### src/rtl/hazard_stall_ctrl_if.sv
// Pipeline sequencing bundle between the 5-stage RV32 datapath and the hazard/stall controller.
//
// Signals:
//   Hazard inputs    : rs1_ID, rs2_ID, use_rs1_ID, use_rs2_ID, serialize_ID, rd_EX,
//                      MemRead_EX, branch_taken_EX, imem_ready, dmem_req_MEM, dmem_ready
//   Register controls: PC_WriteEN, IF_ID_WriteEN, ID_EX_WriteEN, EX_MEM_WriteEN,
//                      IF_ID_Flush, ID_EX_Flush, MEM_WB_Flush, redirect
//   Status           : state, stall_cycles, flush_count, mem_timeout
//
// Modports:
//   master - the datapath side: drives the hazard inputs, consumes the controls.
//   slave  - the controller side.
//
// Handshake: imem_ready and dmem_ready are per-cycle completion strobes. A data access
// is outstanding in any cycle with dmem_req_MEM=1 and dmem_ready=0; it completes in the
// first cycle where both are 1. Fetch data is usable only in a cycle with imem_ready=1.
// Neither side is ever back-pressured by the other; the controller only observes them.
interface hazard_stall_ctrl_if;
    logic [4:0]  rs1_ID;
    logic [4:0]  rs2_ID;
    logic        use_rs1_ID;
    logic        use_rs2_ID;
    logic        serialize_ID;
    logic [4:0]  rd_EX;
    logic        MemRead_EX;
    logic        branch_taken_EX;
    logic        imem_ready;
    logic        dmem_req_MEM;
    logic        dmem_ready;

    logic        PC_WriteEN;
    logic        IF_ID_WriteEN;
    logic        ID_EX_WriteEN;
    logic        EX_MEM_WriteEN;
    logic        IF_ID_Flush;
    logic        ID_EX_Flush;
    logic        MEM_WB_Flush;
    logic        redirect;
    logic [1:0]  state;
    logic [31:0] stall_cycles;
    logic [31:0] flush_count;
    logic        mem_timeout;

    modport master (
        output rs1_ID, rs2_ID, use_rs1_ID, use_rs2_ID, serialize_ID, rd_EX,
               MemRead_EX, branch_taken_EX, imem_ready, dmem_req_MEM, dmem_ready,
        input  PC_WriteEN, IF_ID_WriteEN, ID_EX_WriteEN, EX_MEM_WriteEN,
               IF_ID_Flush, ID_EX_Flush, MEM_WB_Flush, redirect,
               state, stall_cycles, flush_count, mem_timeout
    );

    modport slave (
        input  rs1_ID, rs2_ID, use_rs1_ID, use_rs2_ID, serialize_ID, rd_EX,
               MemRead_EX, branch_taken_EX, imem_ready, dmem_req_MEM, dmem_ready,
        output PC_WriteEN, IF_ID_WriteEN, ID_EX_WriteEN, EX_MEM_WriteEN,
               IF_ID_Flush, ID_EX_Flush, MEM_WB_Flush, redirect,
               state, stall_cycles, flush_count, mem_timeout
    );
endinterface

### src/rtl/hazard_stall_ctrl.sv
// Central pipeline sequencing controller for the 5-stage RV32 core.
// Produces write-enable / flush / redirect controls for PC, IF_ID, ID_EX, EX_MEM and
// MEM_WB, resolving (in priority order) data-memory freezes, taken branches/jumps,
// load-use hazards, serializing instructions and instruction-fetch waits.
//
// Ports:
//   clk - sole clock, rising edge
//   rst - synchronous active-high reset
//   bus - hazard_stall_ctrl_if.slave (hazard inputs, register controls, state,
//         stall_cycles / flush_count performance counters, sticky mem_timeout)
//
// Parameters:
//   DRAIN_DEPTH - cycles a serializing instruction is held in ID
//   MEM_TIMEOUT - consecutive freeze cycles before mem_timeout sets
module hazard_stall_ctrl #(
    parameter int DRAIN_DEPTH = 3,
    parameter int MEM_TIMEOUT = 256
) (
    input  logic                clk,
    input  logic                rst,
    hazard_stall_ctrl_if.slave  bus
);
    typedef enum logic [1:0] {
        RUN      = 2'd0,
        DRAIN    = 2'd1,
        MEM_WAIT = 2'd2
    } state_t;

    localparam int DW = (DRAIN_DEPTH > 1) ? $clog2(DRAIN_DEPTH) : 1;
    localparam int WW = $clog2(MEM_TIMEOUT + 1);

    state_t        state_q, state_d, eff_state;
    logic [DW-1:0] drain_q, drain_d;
    logic          ret_drain_q, ret_drain_d;
    logic [WW-1:0] wait_q, wait_d;
    logic          timeout_q;
    logic [31:0]   stall_q, flush_q;

    logic pc_we, if_id_we, id_ex_we, ex_mem_we;
    logic if_id_fl, id_ex_fl, mem_wb_fl, redir;
    logic count_flush;
    logic freeze, load_use;

    assign freeze   = bus.dmem_req_MEM & ~bus.dmem_ready;
    assign load_use = bus.MemRead_EX && (bus.rd_EX != 5'd0) &&
                      ((bus.use_rs1_ID && (bus.rs1_ID == bus.rd_EX)) ||
                       (bus.use_rs2_ID && (bus.rs2_ID == bus.rd_EX)));

    // MEM_WAIT is a wrapper around whichever state the freeze interrupted; once the
    // freeze lifts, decisions are made as if still in that underlying state.
    always_comb begin
        eff_state = state_q;
        if (state_q == MEM_WAIT) begin
            eff_state = ret_drain_q ? DRAIN : RUN;
        end
    end

    always_comb begin
        pc_we       = 1'b1;
        if_id_we    = 1'b1;
        id_ex_we    = 1'b1;
        ex_mem_we   = 1'b1;
        if_id_fl    = 1'b0;
        id_ex_fl    = 1'b0;
        mem_wb_fl   = 1'b0;
        redir       = 1'b0;
        count_flush = 1'b0;
        state_d     = RUN;
        drain_d     = drain_q;
        ret_drain_d = ret_drain_q;

        if (rst) begin
            pc_we     = 1'b0;
            if_id_we  = 1'b0;
            id_ex_we  = 1'b0;
            ex_mem_we = 1'b0;
            if_id_fl  = 1'b1;
            id_ex_fl  = 1'b1;
            mem_wb_fl = 1'b1;
        end else if (freeze) begin
            // A taken branch in EX stays put while frozen and is acted on afterwards.
            pc_we       = 1'b0;
            if_id_we    = 1'b0;
            id_ex_we    = 1'b0;
            ex_mem_we   = 1'b0;
            mem_wb_fl   = 1'b1;
            state_d     = MEM_WAIT;
            ret_drain_d = (eff_state == DRAIN);
        end else if (bus.branch_taken_EX) begin
            // PC loads the target even when fetch is not ready; IF_ID is flushed anyway.
            if_id_fl    = 1'b1;
            id_ex_fl    = 1'b1;
            redir       = 1'b1;
            count_flush = 1'b1;
            drain_d     = '0;
            state_d     = RUN;
        end else if (load_use) begin
            pc_we    = 1'b0;
            if_id_we = 1'b0;
            id_ex_fl = 1'b1;
            state_d  = eff_state;
        end else if (eff_state == RUN && bus.serialize_ID) begin
            pc_we    = 1'b0;
            if_id_we = 1'b0;
            id_ex_fl = 1'b1;
            drain_d  = DW'(DRAIN_DEPTH - 1);
            state_d  = DRAIN;
        end else if (eff_state == DRAIN && drain_q != '0) begin
            pc_we    = 1'b0;
            if_id_we = 1'b0;
            id_ex_fl = 1'b1;
            drain_d  = drain_q - 1'b1;
            state_d  = DRAIN;
        end else begin
            // Normal flow, including the issue cycle at the end of a drain.
            if (!bus.imem_ready) begin
                pc_we    = 1'b0;
                if_id_fl = 1'b1;
            end
            state_d = RUN;
        end
    end

    always_comb begin
        wait_d = '0;
        if (freeze) begin
            wait_d = (wait_q == WW'(MEM_TIMEOUT)) ? wait_q : wait_q + 1'b1;
        end
    end

    always_ff @(posedge clk) begin
        if (rst) begin
            state_q     <= RUN;
            drain_q     <= '0;
            ret_drain_q <= 1'b0;
            wait_q      <= '0;
            timeout_q   <= 1'b0;
            stall_q     <= '0;
            flush_q     <= '0;
        end else begin
            state_q     <= state_d;
            drain_q     <= drain_d;
            ret_drain_q <= ret_drain_d;
            wait_q      <= wait_d;
            if (wait_d == WW'(MEM_TIMEOUT)) begin
                timeout_q <= 1'b1;
            end
            stall_q <= stall_q + {31'd0, ~pc_we};
            flush_q <= flush_q + {31'd0, count_flush};
        end
    end

    assign bus.PC_WriteEN     = pc_we;
    assign bus.IF_ID_WriteEN  = if_id_we;
    assign bus.ID_EX_WriteEN  = id_ex_we;
    assign bus.EX_MEM_WriteEN = ex_mem_we;
    assign bus.IF_ID_Flush    = if_id_fl;
    assign bus.ID_EX_Flush    = id_ex_fl;
    assign bus.MEM_WB_Flush   = mem_wb_fl;
    assign bus.redirect       = redir;
    assign bus.state          = state_q;
    assign bus.stall_cycles   = stall_q;
    assign bus.flush_count    = flush_q;
    assign bus.mem_timeout    = timeout_q;
endmodule

### src/flat_wrapper.sv
// flat-port wrapper written by rule: the top's interface ports become plain ports
module hazard_stall_ctrl_flat 
#(
    parameter int DRAIN_DEPTH = 3,
    parameter int MEM_TIMEOUT = 256
)
  (clk, rst, bus_rs1_ID, bus_rs2_ID, bus_use_rs1_ID, bus_use_rs2_ID, bus_serialize_ID, bus_rd_EX, bus_MemRead_EX, bus_branch_taken_EX, bus_imem_ready, bus_dmem_req_MEM, bus_dmem_ready, bus_PC_WriteEN, bus_IF_ID_WriteEN, bus_ID_EX_WriteEN, bus_EX_MEM_WriteEN, bus_IF_ID_Flush, bus_ID_EX_Flush, bus_MEM_WB_Flush, bus_redirect, bus_state, bus_stall_cycles, bus_flush_count, bus_mem_timeout);
  hazard_stall_ctrl_if bus_i ();
  input  logic clk;
  input  logic rst;
  input wire logic [$bits(bus_i.rs1_ID)-1:0] bus_rs1_ID;
  input wire logic [$bits(bus_i.rs2_ID)-1:0] bus_rs2_ID;
  input wire logic [$bits(bus_i.use_rs1_ID)-1:0] bus_use_rs1_ID;
  input wire logic [$bits(bus_i.use_rs2_ID)-1:0] bus_use_rs2_ID;
  input wire logic [$bits(bus_i.serialize_ID)-1:0] bus_serialize_ID;
  input wire logic [$bits(bus_i.rd_EX)-1:0] bus_rd_EX;
  input wire logic [$bits(bus_i.MemRead_EX)-1:0] bus_MemRead_EX;
  input wire logic [$bits(bus_i.branch_taken_EX)-1:0] bus_branch_taken_EX;
  input wire logic [$bits(bus_i.imem_ready)-1:0] bus_imem_ready;
  input wire logic [$bits(bus_i.dmem_req_MEM)-1:0] bus_dmem_req_MEM;
  input wire logic [$bits(bus_i.dmem_ready)-1:0] bus_dmem_ready;
  output wire logic [$bits(bus_i.PC_WriteEN)-1:0] bus_PC_WriteEN;
  output wire logic [$bits(bus_i.IF_ID_WriteEN)-1:0] bus_IF_ID_WriteEN;
  output wire logic [$bits(bus_i.ID_EX_WriteEN)-1:0] bus_ID_EX_WriteEN;
  output wire logic [$bits(bus_i.EX_MEM_WriteEN)-1:0] bus_EX_MEM_WriteEN;
  output wire logic [$bits(bus_i.IF_ID_Flush)-1:0] bus_IF_ID_Flush;
  output wire logic [$bits(bus_i.ID_EX_Flush)-1:0] bus_ID_EX_Flush;
  output wire logic [$bits(bus_i.MEM_WB_Flush)-1:0] bus_MEM_WB_Flush;
  output wire logic [$bits(bus_i.redirect)-1:0] bus_redirect;
  output wire logic [$bits(bus_i.state)-1:0] bus_state;
  output wire logic [$bits(bus_i.stall_cycles)-1:0] bus_stall_cycles;
  output wire logic [$bits(bus_i.flush_count)-1:0] bus_flush_count;
  output wire logic [$bits(bus_i.mem_timeout)-1:0] bus_mem_timeout;
  assign bus_i.rs1_ID = bus_rs1_ID;
  assign bus_i.rs2_ID = bus_rs2_ID;
  assign bus_i.use_rs1_ID = bus_use_rs1_ID;
  assign bus_i.use_rs2_ID = bus_use_rs2_ID;
  assign bus_i.serialize_ID = bus_serialize_ID;
  assign bus_i.rd_EX = bus_rd_EX;
  assign bus_i.MemRead_EX = bus_MemRead_EX;
  assign bus_i.branch_taken_EX = bus_branch_taken_EX;
  assign bus_i.imem_ready = bus_imem_ready;
  assign bus_i.dmem_req_MEM = bus_dmem_req_MEM;
  assign bus_i.dmem_ready = bus_dmem_ready;
  assign bus_PC_WriteEN = bus_i.PC_WriteEN;
  assign bus_IF_ID_WriteEN = bus_i.IF_ID_WriteEN;
  assign bus_ID_EX_WriteEN = bus_i.ID_EX_WriteEN;
  assign bus_EX_MEM_WriteEN = bus_i.EX_MEM_WriteEN;
  assign bus_IF_ID_Flush = bus_i.IF_ID_Flush;
  assign bus_ID_EX_Flush = bus_i.ID_EX_Flush;
  assign bus_MEM_WB_Flush = bus_i.MEM_WB_Flush;
  assign bus_redirect = bus_i.redirect;
  assign bus_state = bus_i.state;
  assign bus_stall_cycles = bus_i.stall_cycles;
  assign bus_flush_count = bus_i.flush_count;
  assign bus_mem_timeout = bus_i.mem_timeout;
  hazard_stall_ctrl #(.DRAIN_DEPTH(DRAIN_DEPTH), .MEM_TIMEOUT(MEM_TIMEOUT)) u_core (.clk(clk), .rst(rst), .bus(bus_i));
endmodule
### config.mk
export PLATFORM = sky130hd
export DESIGN_NAME = hazard_stall_ctrl_flat
export DESIGN_NICKNAME = d
export VERILOG_FILES = /design/src/rtl/hazard_stall_ctrl_if.sv /design/src/rtl/hazard_stall_ctrl.sv /design/src/flat_wrapper.sv
export SDC_FILE = /design/constraint.sdc
export NUM_CORES = 1
export LEC_CHECK = 0
export CORE_UTILIZATION = 44
export DETAILED_ROUTE_END_ITERATION = 8
export MAX_ROUTING_LAYER = met4
export PLACE_DENSITY = 0.76
export SLEW_MARGIN = 20
export SYNTH_ARGS = -nofsm -noshare
export SYNTH_HDL_FRONTEND = slang
export SYNTH_SLANG_ARGS = --single-unit
### constraint.sdc
create_clock -name clk -period 2.8 [get_ports clk]
set_input_delay 0.42 -clock clk [delete_from_list [all_inputs] [get_ports clk]]
set_output_delay 0.42 -clock clk [all_outputs]
set_load 0.005 [all_outputs]
### Word level (Yosys, flattened, before mapping)

Cells that the tools add are included.

* add/subtract/negate cells: 4
* equality and inequality tests: 7
* multiplexer cells: 46
* bitwise gates (word level): 4
* reductions and logical operators: 13

Operators with widths (number)
* adder 32 x 1 -> 32 bit: 2
* two-way mux 1 bit: 35
* equality test 9 bit, second input constant: 2
* two-way mux 2 bit: 9
* two-way mux 9 bit: 2
* equality test 5 bit: 2
* adder 9 x 1 -> 9 bit, second input constant: 1
* logical AND 1 bit: 6
* nonzero test 5 bit: 1
* NOT 1 bit: 3
* AND reduction 3 bit: 1
* nonzero test 3 bit: 1
* OR reduction 3 bit: 1
* equality test 2 x 1 -> 1 bit, second input constant: 1
* equality test 2 bit, second input constant: 1
* logical NOT 2 bit: 1
* inequality test 2 bit, second input constant: 1
* nonzero test 2 bit: 1
* subtractor 2 x 1 -> 2 bit, second input constant: 1
* bitwise AND 1 bit: 1
* logical OR 1 bit: 1

* register bits: 79
* input bits: 25
* output and inout port bits: 75
* word-level logic and storage cells: 82

### Logic depth before layout (Yosys ltp)

Gate-level depths: netlist (run 1).

* depth after elaboration: 12
* mapped depth: 14
* depth with buffers taken out: 13

### Worst setup path after synthesis (run 1)

OpenSTA, ideal clock, no wires.

* path kind: input-to-reg
* start: input port bus_rd_EX[1]
* end: register u_core.stall_q[30], in the netlist u_core.bus.stall_cycles[30]
* library setup time: 0.128 ns
* arrival time: 2.883 ns
* data required time: 2.672 ns
* path slack: -0.211 ns
* stages: 13
* path buffers: 1
* cells stage by stage: xnor2_1 > nand4_1 > o22ai_1 > nand2_1 > a41oi_1 > ha_1 > ha_1 > nand3_1 > or4_4 > buf_6 > nor4_2 > xnor2_1 > nor2_1

* longest elaborated chain between the ends: 10
* elaborated cells on any way between the ends: 14
* those cells by class: add/sub: 1; eq/ne: 2; mux: 4; bitwise: 1; reduce/logical: 6

RTL lines
* from (decl): line flat_wrapper.sv:16 `input wire logic [$bits(bus_i.rd_EX)-1:0] bus_rd_EX;`
* equality test 5 bit (on tied branches): line hazard_stall_ctrl.sv:46, hazard_stall_ctrl.sv:47
* logical AND 1 bit (on tied branches): line hazard_stall_ctrl.sv:46, hazard_stall_ctrl.sv:47
* logical OR 1 bit: line hazard_stall_ctrl.sv:46 `((bus.use_rs1_ID && (bus.rs1_ID == bus.rd_EX)) ||`
* logical AND 1 bit *: line hazard_stall_ctrl.sv:45 `assign load_use = bus.MemRead_EX && (bus.rd_EX != 5'd0) &&`
* two-way mux 1 bit *: line hazard_stall_ctrl.sv:97 `end else if (load_use) begin`
* two-way mux 1 bit *: line hazard_stall_ctrl.sv:89 `end else if (bus.branch_taken_EX) begin`
* two-way mux 1 bit *: line hazard_stall_ctrl.sv:80 `end else if (freeze) begin`
* two-way mux 1 bit *: line hazard_stall_ctrl.sv:72 `if (rst) begin`
* NOT 1 bit *: line hazard_stall_ctrl.sv:148 `stall_q <= stall_q + {31'd0, ~pc_we};`
* adder 32 x 1 -> 32 bit *: line hazard_stall_ctrl.sv:148
* to (signal assigned): line hazard_stall_ctrl.sv:148
* to (decl): line hazard_stall_ctrl.sv:37 `logic [31:0] stall_q, flush_q;`

Mark *: on every way between the ends. The rest lies on a longest branch, timed or not.
A chain may end at the register's enable or synchronous reset.

### Final worst setup path (run 1)

* start: register u_core.drain_q[0]
* end: register u_core.stall_q[16], in the netlist u_core.bus.stall_cycles[16]

* longest elaborated chain between the ends: 10

RTL lines
* from (decl): line hazard_stall_ctrl.sv:33 `logic [DW-1:0] drain_q, drain_d;`
* from (signal assigned): line hazard_stall_ctrl.sv:142 `drain_q <= drain_d;`
* nonzero test 2 bit: line hazard_stall_ctrl.sv:108 `end else if (eff_state == DRAIN && drain_q != '0) begin`
* logical AND 1 bit: line hazard_stall_ctrl.sv:108
* two-way mux 1 bit: line hazard_stall_ctrl.sv:108
* two-way mux 1 bit: line hazard_stall_ctrl.sv:102 `end else if (eff_state == RUN && bus.serialize_ID) begin`
* two-way mux 1 bit: line hazard_stall_ctrl.sv:97
* two-way mux 1 bit: line hazard_stall_ctrl.sv:89
* two-way mux 1 bit: line hazard_stall_ctrl.sv:80
* two-way mux 1 bit: line hazard_stall_ctrl.sv:72
* NOT 1 bit: line hazard_stall_ctrl.sv:148
* adder 32 x 1 -> 32 bit: line hazard_stall_ctrl.sv:148

Every way passes these cells.

==> results of run 1 <==
==> worst reg2reg max path: stages (launching register included) <==
cell and delay (ns):
dfxtp_2 0.34, inv_2 0.05, ha_4 0.16, nand3b_1 0.16
a21oi_2 0.19, nor2_2 0.07, a41oi_2 0.20, ha_2 0.26
ha_4 0.15, nand3_4 0.08, or4_4 0.51, or3_4 0.36
a21oi_2 0.15
==> sequential cells by signal, summed over array words and instances, names as in the netlist <==
register and cells:
u_core.bus.flush_count 32, u_core.bus.mem_timeout 1, u_core.drain_q 2, u_core.wait_q 9
u_core.ret_drain_q 1, u_core.bus.stall_cycles 32, u_core.bus.state 2
==> repair_timing <==
action | 4_1_cts | 5_1_grt
pin swaps | 27 | 11
cloned | 1 | 0
buffers inserted | 5 | 1
endpoints found under the setup margin | 17 | 15
hold buffers | 0 | 0
resized for setup | 38 | 11
==> final timing paths <==
| check | to | slack [ns] | cells past startpoint |
|---|---|---|---|
| max | u_core.bus.stall_cycles[16]$_SDFF_PP0_ | 0.07 | 12 |
| min | u_core.bus.mem_timeout$_SDFFE_PP0N_ | 0.47 | 2 |
| max reg2reg | u_core.bus.stall_cycles[16]$_SDFF_PP0_ | 0.07 | 12 |
| min reg2reg | u_core.bus.mem_timeout$_SDFFE_PP0N_ | 0.47 | 2 |
==> power breakdown <==
part           switching, mW  internal [mW]  total [mW]
clock network          0.410          0.499       0.909
registers             0.0133           1.13        1.15
logic                 0.0888          0.115       0.204
==> layout by cell type (no fill, tap or decap), types with 2 or more instances in the layout <==
master	synthesis	layout
nor4_2	4	3
nor4_4	0	3
and3_1	5	5
clkbuf_8	0	9
or3_1	10	9
o21ai_0	12	12
or4_4	1	3
nor2_1	70	69
clkdlybuf4s50_1	0	81
a21oi_2	0	3
xnor2_1	43	42
ha_4	0	2
xor2_1	25	25
clkdlybuf4s15_1	0	3
and4_1	9	9
nor4_1	15	13
a21oi_1	15	12
o21a_1	2	2
nand2b_1	5	4
nand3_1	21	20
dlymetal6s2s_1	0	2
inv_2	0	2
clkbuf_2	0	3
and2_1	4	4
dfxtp_2	0	2
clkinvlp_4	0	2
bufinv_16	0	2
nand3b_1	3	3
nor3_1	9	9
ha_1	7	4
nand4_1	21	21
clkdlybuf4s15_2	0	2
buf_4	1	27
dlygate4sd2_1	0	7
nor2b_1	7	7
dfxtp_1	79	77
inv_1	14	12
nand2_1	33	32
==> layer usage <==
metal	track usage (%)	wire [microns]
met5	-	0
met4	5.97	91
met3	7.34	806
met2	34.2	4400
met1	27.3	4350
==> cell families (layout without fill, tap and decap cells) <==
| logic type | after synthesis | count (layout) | share of synthesized area [%] |
|---|---|---|---|
| buffers and inverters | 31 | 155 | 3.32 |
| AO/OA/AOI/OAI | 43 | 43 | 7.11 |
| flip-flops | 79 | 79 | 41.2 |
| AND/OR/NAND/NOR | 222 | 223 | 30.3 |
| multiplexers | 1 | 1 | 0.293 |
| XOR/XNOR | 68 | 68 | 15.5 |
| adder cells (fa/ha/maj) | 7 | 7 | 2.28 |
==> through the flow <==
stage               std cells  TNS [ns]  utilization (%)
finish                    681         0             65.1
global placement          659     -8.42             61.1
detailed placement        659    -10.26             61.1
global route              681    -0.183             65.1
CTS                       680   -0.0420             64.8
floorplan                 451         0                -
==> layout make-up <==
cell class / instances / area (sq um) / share of cell area, %
clock buffers: 10 / 128 / 2.35
clock inverters: 5 / 83.8 / 1.54
inverters: 14 / 52.6 / 0.968
multi-input cells: 342 / 2280 / 42.0
flip-flops and latches: 79 / 1580 / 29.2
well taps: 105 / 131 / 2.42
repair buffers: 126 / 1170 / 21.6
==> flow_summary.toml, run 1 <==
[sta]
maxSlewHeadroom_pct = 54.2
holdWs_ns = 0.469
fmax_ghz = 0.366
setup_violations = 0
drv_slew = 0
max_slew.worst_pin.slew_ns = 0.686
hold_viol_final = 0
rsz0062_at_grt = "yes"
fin_crit_ns = 2.73
period_share_pct = 97.5
clock_skew_ns = 0.0129
finalWorstSetupSlack_ns = 0.0704

[min_path]
hp-start = "u_core.bus.mem_timeout$_SDFFE_PP0N_"
hp-class = "reg2reg"

[synthesis]
ys_ff_latch = 79
yosysMostFrequentCell = "dfxtp_1"
ys.flop_type = "dfxtp_1"
synth_common_cells = "dfxtp_1 (79), nor2_1 (70), xnor2_1 (43), nand2_1 (33), xor2_1 (25)"
ys_top_cells_by_area = "dfxtp_1 (41%), xnor2_1 (9.8%), nor2_1 (6.8%), xor2_1 (5.7%), nand4_1 (3.4%)"
synth_warnings = 0
synth_edf_count = 0
synth_area_per_cell_sq_um = 8.51
synth_fp_nets = 483
netlist.area_leader.share_pct = 41.2
ys_types = 46
synthArstFlopShare_pct = 0
ys_seq_area_share_pct = 41.2
synthesis.area_sq_um = 3840
synth_top_cell_by_area = "dfxtp_1"
syn_inst = 451

[worst_setup_path]
worstPathRequired_ns = 3.07
slowest_stage = "or4_4"
worstPathMaxFanout = 6
r2r-start = "u_core.drain_q[0]$_SDFFE_PP0P_"
crit_type = "reg2reg"
cpPeakStageDelay_ns = 0.51
start_kind = "flip-flop"
cp_top_family = "simple AND/OR/NAND/NOR gates"
crit_chain = "inv_2 > ha_4 > nand3b_1 > a21oi_2 > nor2_2 > a41oi_2 > ha_2 > ha_4 > nand3_4 > or4_4 > or3_4 > a21oi_2"
setup.worst_path.end_class = "flip-flop"
setup.worst_path.start = "u_core.drain_q[0]$_SDFFE_PP0P_"
crit_buf_inv = 1
worstPathArrival_ns = 3.00

[floorplanning]
core_region_area_sq_um = 8340
io_pins = 100
dieArea_sq_um = 9100
fp.dieW_microns = 95.4
die_h_microns = 95.4
initial_utilization_pct = 46.0
rows = 33

[place]
io_buffers = 99
detailedPlace.worstSlack_ns = -0.620
place_area_sq_um = 5100
dp_hpwl_microns = 6680
place_congestion = 0.888

[final_layout]
nets = 604
synthToLayoutAreaGrowth_pct = 41.5
nFillCells = 696
diodes = 0
design_area_sq_um = 5430
drive_gt1_share_pct = 13.7

[run]
maxCapViolCount = 0

[detailed_routing]
dr.pass1.iters = 4
drt_wl_total_microns = 9640
wl_per_cell_microns = 14.2
final_antenna_net_count = 0
vias_per_cell = 5.33
vias = 3629
drtIter0Drc = 147
drc = 0

[cts]
clk_pin_slew_ns = 0.08
cts_buffer_depth = 2
cts_tree = "yes"
cts-root-buf = "clkbuf_8"
clk_latency_ns = 0.35
cts_max_level = 3
numCtsBuffers = 9
clkSinkCount = 79

[power]
power_mw = 2.26
ir_drop_v = 0.000393
power.density_nw_per_um2 = 416
p_leak_nw = 1.89

[status]
status = "completed"

[grt]
grt_pass1_wl_microns = 15200
grt_pass1_vias = 3283
grt-ovfl-total = 0
grt_usage_pct = 22.0
grt_max_degree = 69
grt_antenna_before_repair = 0
No activity file was read; power rests on OpenSTA's default activity.
==> run 2, diff against run 1 <==
--- a/config.mk
+++ b/config.mk
@@ -6,6 +6,7 @@
 export NUM_CORES = 1
 export LEC_CHECK = 0
 export CORE_UTILIZATION = 44
+export CTS_CLUSTER_DIAMETER = 100
 export DETAILED_ROUTE_END_ITERATION = 8
 export MAX_ROUTING_LAYER = met4
 export PLACE_DENSITY = 0.76
==> results of run 2 <==
Same layout as run 1: the final DEF is identical, and so are final timing and power.
==> variant: new RTL, config.mk and constraints of run 1 <==
Take the reset off `flush_q` and load it in a clocked block of its own.
--- a/src/rtl/hazard_stall_ctrl.sv
+++ b/src/rtl/hazard_stall_ctrl.sv
@@ -136,7 +136,6 @@
             wait_q      <= '0;
             timeout_q   <= 1'b0;
             stall_q     <= '0;
-            flush_q     <= '0;
         end else begin
             state_q     <= state_d;
             drain_q     <= drain_d;
@@ -146,8 +145,11 @@
                 timeout_q <= 1'b1;
             end
             stall_q <= stall_q + {31'd0, ~pc_we};
-            flush_q <= flush_q + {31'd0, count_flush};
         end
+    end
+
+    always_ff @(posedge clk) begin
+        flush_q <= flush_q + {31'd0, count_flush};
     end
 
     assign bus.PC_WriteEN     = pc_we;
Check against the original RTL: differs if rst is asserted again (counterexample within 4 cycles, from zero or initial values and one cycle with rst high); with rst held inactive, the same outputs for 10 cycles.
==> variant against run 1 <==
- final area shrank 3.7%
- area after synthesis fell by 2.4%
- power increased by 6.6%
- die area down 2.3%
- clock skew up 0.0011 ns
- sequential share of layout area grew 1.1 points
- register-to-register slack better by 0.07 ns
- via count fell by 8.0%
- critical path type is now in2out
- sequential cell count stayed put
- wire length down 10%
- setup slack gained 0.018 ns
- critical endpoint is now bus_IF_ID_Flush
==> variant: results (changes against run 1) <==
| Metric | Value |
|---|---|
| GPL Wtd Cong | `0.851 (-4.2%)` |
| Commonest cells post-synth | `79 x dfxtp_1, 55 x xnor2_1, 45 x nor2_1` |
| CP Max Fanout | `4 (-2)` |
| Worst slack at placement | `-0.422 ns (+0.198 ns)` |
| Antenna diodes | `0 (unchanged)` |
| Vias per cell | `5.18 (-2.9%)` |
| Max incr delay on CP | `0.53 ns (+0.02 ns)` |
| Clk_skew | `0.0140 ns (+0.00109 ns)` |
| First-pass detailed-route iteration total | `4 (unchanged)` |
| DRT iter0 DRCs | `85 (-42%)` |
| Worst slew margin | `73.2% (+19 points)` |
| Avg Cell Area, Syn | `9.14 µm² (+7.4%)` |
| Yosys Warn Count | `0 (unchanged)` |
| Pleak | `1.89 nW (-0.36%)` |
| Seq/Total Area, Yosys | `42.2% (+1.0 points)` |
| Clock buffer depth | `2 (unchanged)` |
| Final WL | `8.66 mm (-10%)` |
| Cell family contributing the most delay on the critical path | `buffers and inverters` |
| Initial antenna violation count | `0 (unchanged)` |
| Status | `finished, final reports clean` |
| Setup Fix Bufs, Post-CTS | `0 (-5)` |
| Top cells by area, synth | `dfxtp_1 42%, xnor2_1 13%, nor2_1 4.5%` |
| Synthesized net count | `442 (-8.5%)` |
| Vias in the first global route | `3165 (-3.6%)` |
| Routed len/inst | `13.4 µm (-5.1%)` |
| Hold Path Class | `reg2reg` |
| Placed insts | `629 (-4.6%)` |
| Buffers on Ports | `99 (unchanged)` |
| Root Buffer | `clkbuf_8` |
| Crit-path slowest cell | `clkdlybuf4s50_1` |
| Worst-path clk slew | `0.09 ns` |
| DP HPWL | `6.58 mm (-1.4%)` |
| First-pass GRT wire length | `13.9 mm (-9.0%)` |
| VDD IR max | `0.288 mV (-27%)` |
| Fill count | `714 (+2.6%)` |
| Num CTS Buffers | `9 (unchanged)` |
| Top_reg_cell synth | `dfxtp_1` |
| Nets | `567 (-6.1%)` |
| Gr usage total | `20.3% (-1.7 points)` |
| Data arrival time of the worst path | `2.29 ns (-0.71 ns)` |
| Largest net degree at the start of global routing | `39 (-43%)` |
| Yosys cell types | `57 (+24%)` |
| H-tree depth | `3 (unchanged)` |
| Worst skew pair latency | `about 0.34 ns` |
| Layout cells sized above 1 | `12.8% (-0.94 points)` |
| Fraction of registers with async set/reset | `0% (unchanged)` |
variant: changes by cell type after synthesis, moves of 5 or more:
cell	delta
and3_1	+6
nand3_1	+11
nand2_1	-7
nor4_1	-14
o21ai_0	-5
clkbuf_1	-11
nor2_1	-25
or3_1	-7
xnor2_1	+12
xor2_1	-8
nor3_1	+8
variant: kinds of logic after synthesis:
| logic type | Yosys count | synth area share (%) |
|---|---|---|
| mux | 2 | 0.601 |
| flops | 79 | 42.2 |
| compound gates | 34 | 5.74 |
| simple gates | 193 | 28.8 |
| fa+ha+maj | 7 | 2.34 |
| xor+xnor | 72 | 16.8 |
| buf+inv | 23 | 3.44 |
variant: final timing paths:
check	start	to	slack, ns	cells past startpoint
setup / recovery	bus_rd_EX[1]	bus_IF_ID_Flush	0.09	8
hold / removal	u_core.bus.flush_count[31]	u_core.bus.flush_count[31]	0.46	1
setup reg to reg	u_core.drain_q[0]	u_core.bus.stall_cycles[15]	0.14	13
hold reg to reg	u_core.bus.flush_count[31]	u_core.bus.flush_count[31]	0.46	1
variant: final cells by class:
| class | instances | area [µm²] | share of cell area [%] |
|---|---|---|---|
| clock buffers | 12 | 155 | 2.97 |
| clock inverters | 4 | 52.6 | 1.00 |
| multi-input cells | 308 | 2090 | 40.0 |
| repair buffers | 124 | 1170 | 22.4 |
| inverters | 13 | 48.8 | 0.933 |
| flip-flops and latches | 79 | 1580 | 30.2 |
| well taps | 105 | 131 | 2.51 |
variant: power breakdown:
group	total (mW)	switching, mW	leakage [nW]	internal (mW)
logic	0.310	0.119	1.14	0.191
clock network	0.873	0.408	0.107	0.465
registers	1.23	0.0555	0.639	1.17
variant: routing by layer:
layer	wire, µm	GRT usage (%)	vias to the layer above
met3	363	3.72	11
met1	3760	23.4	1571
met4	136	7.44	0
met5	0	-	-
met2	4400	34.8	93
li1	-	-	1664
variant: timing repair:
action	CTS	global route
pin swaps	4	2
gates resized for setup	9	9
setup endpoints to repair	9	22
variant: metrics by stage:
stage	area, µm²	TNS [ns]
after global placement	4980	-5.82
after global routing	5230	-0.496
after CTS	5180	0
final	5230	0
after floorplan	3750	0
after detailed placement	4980	-8.57
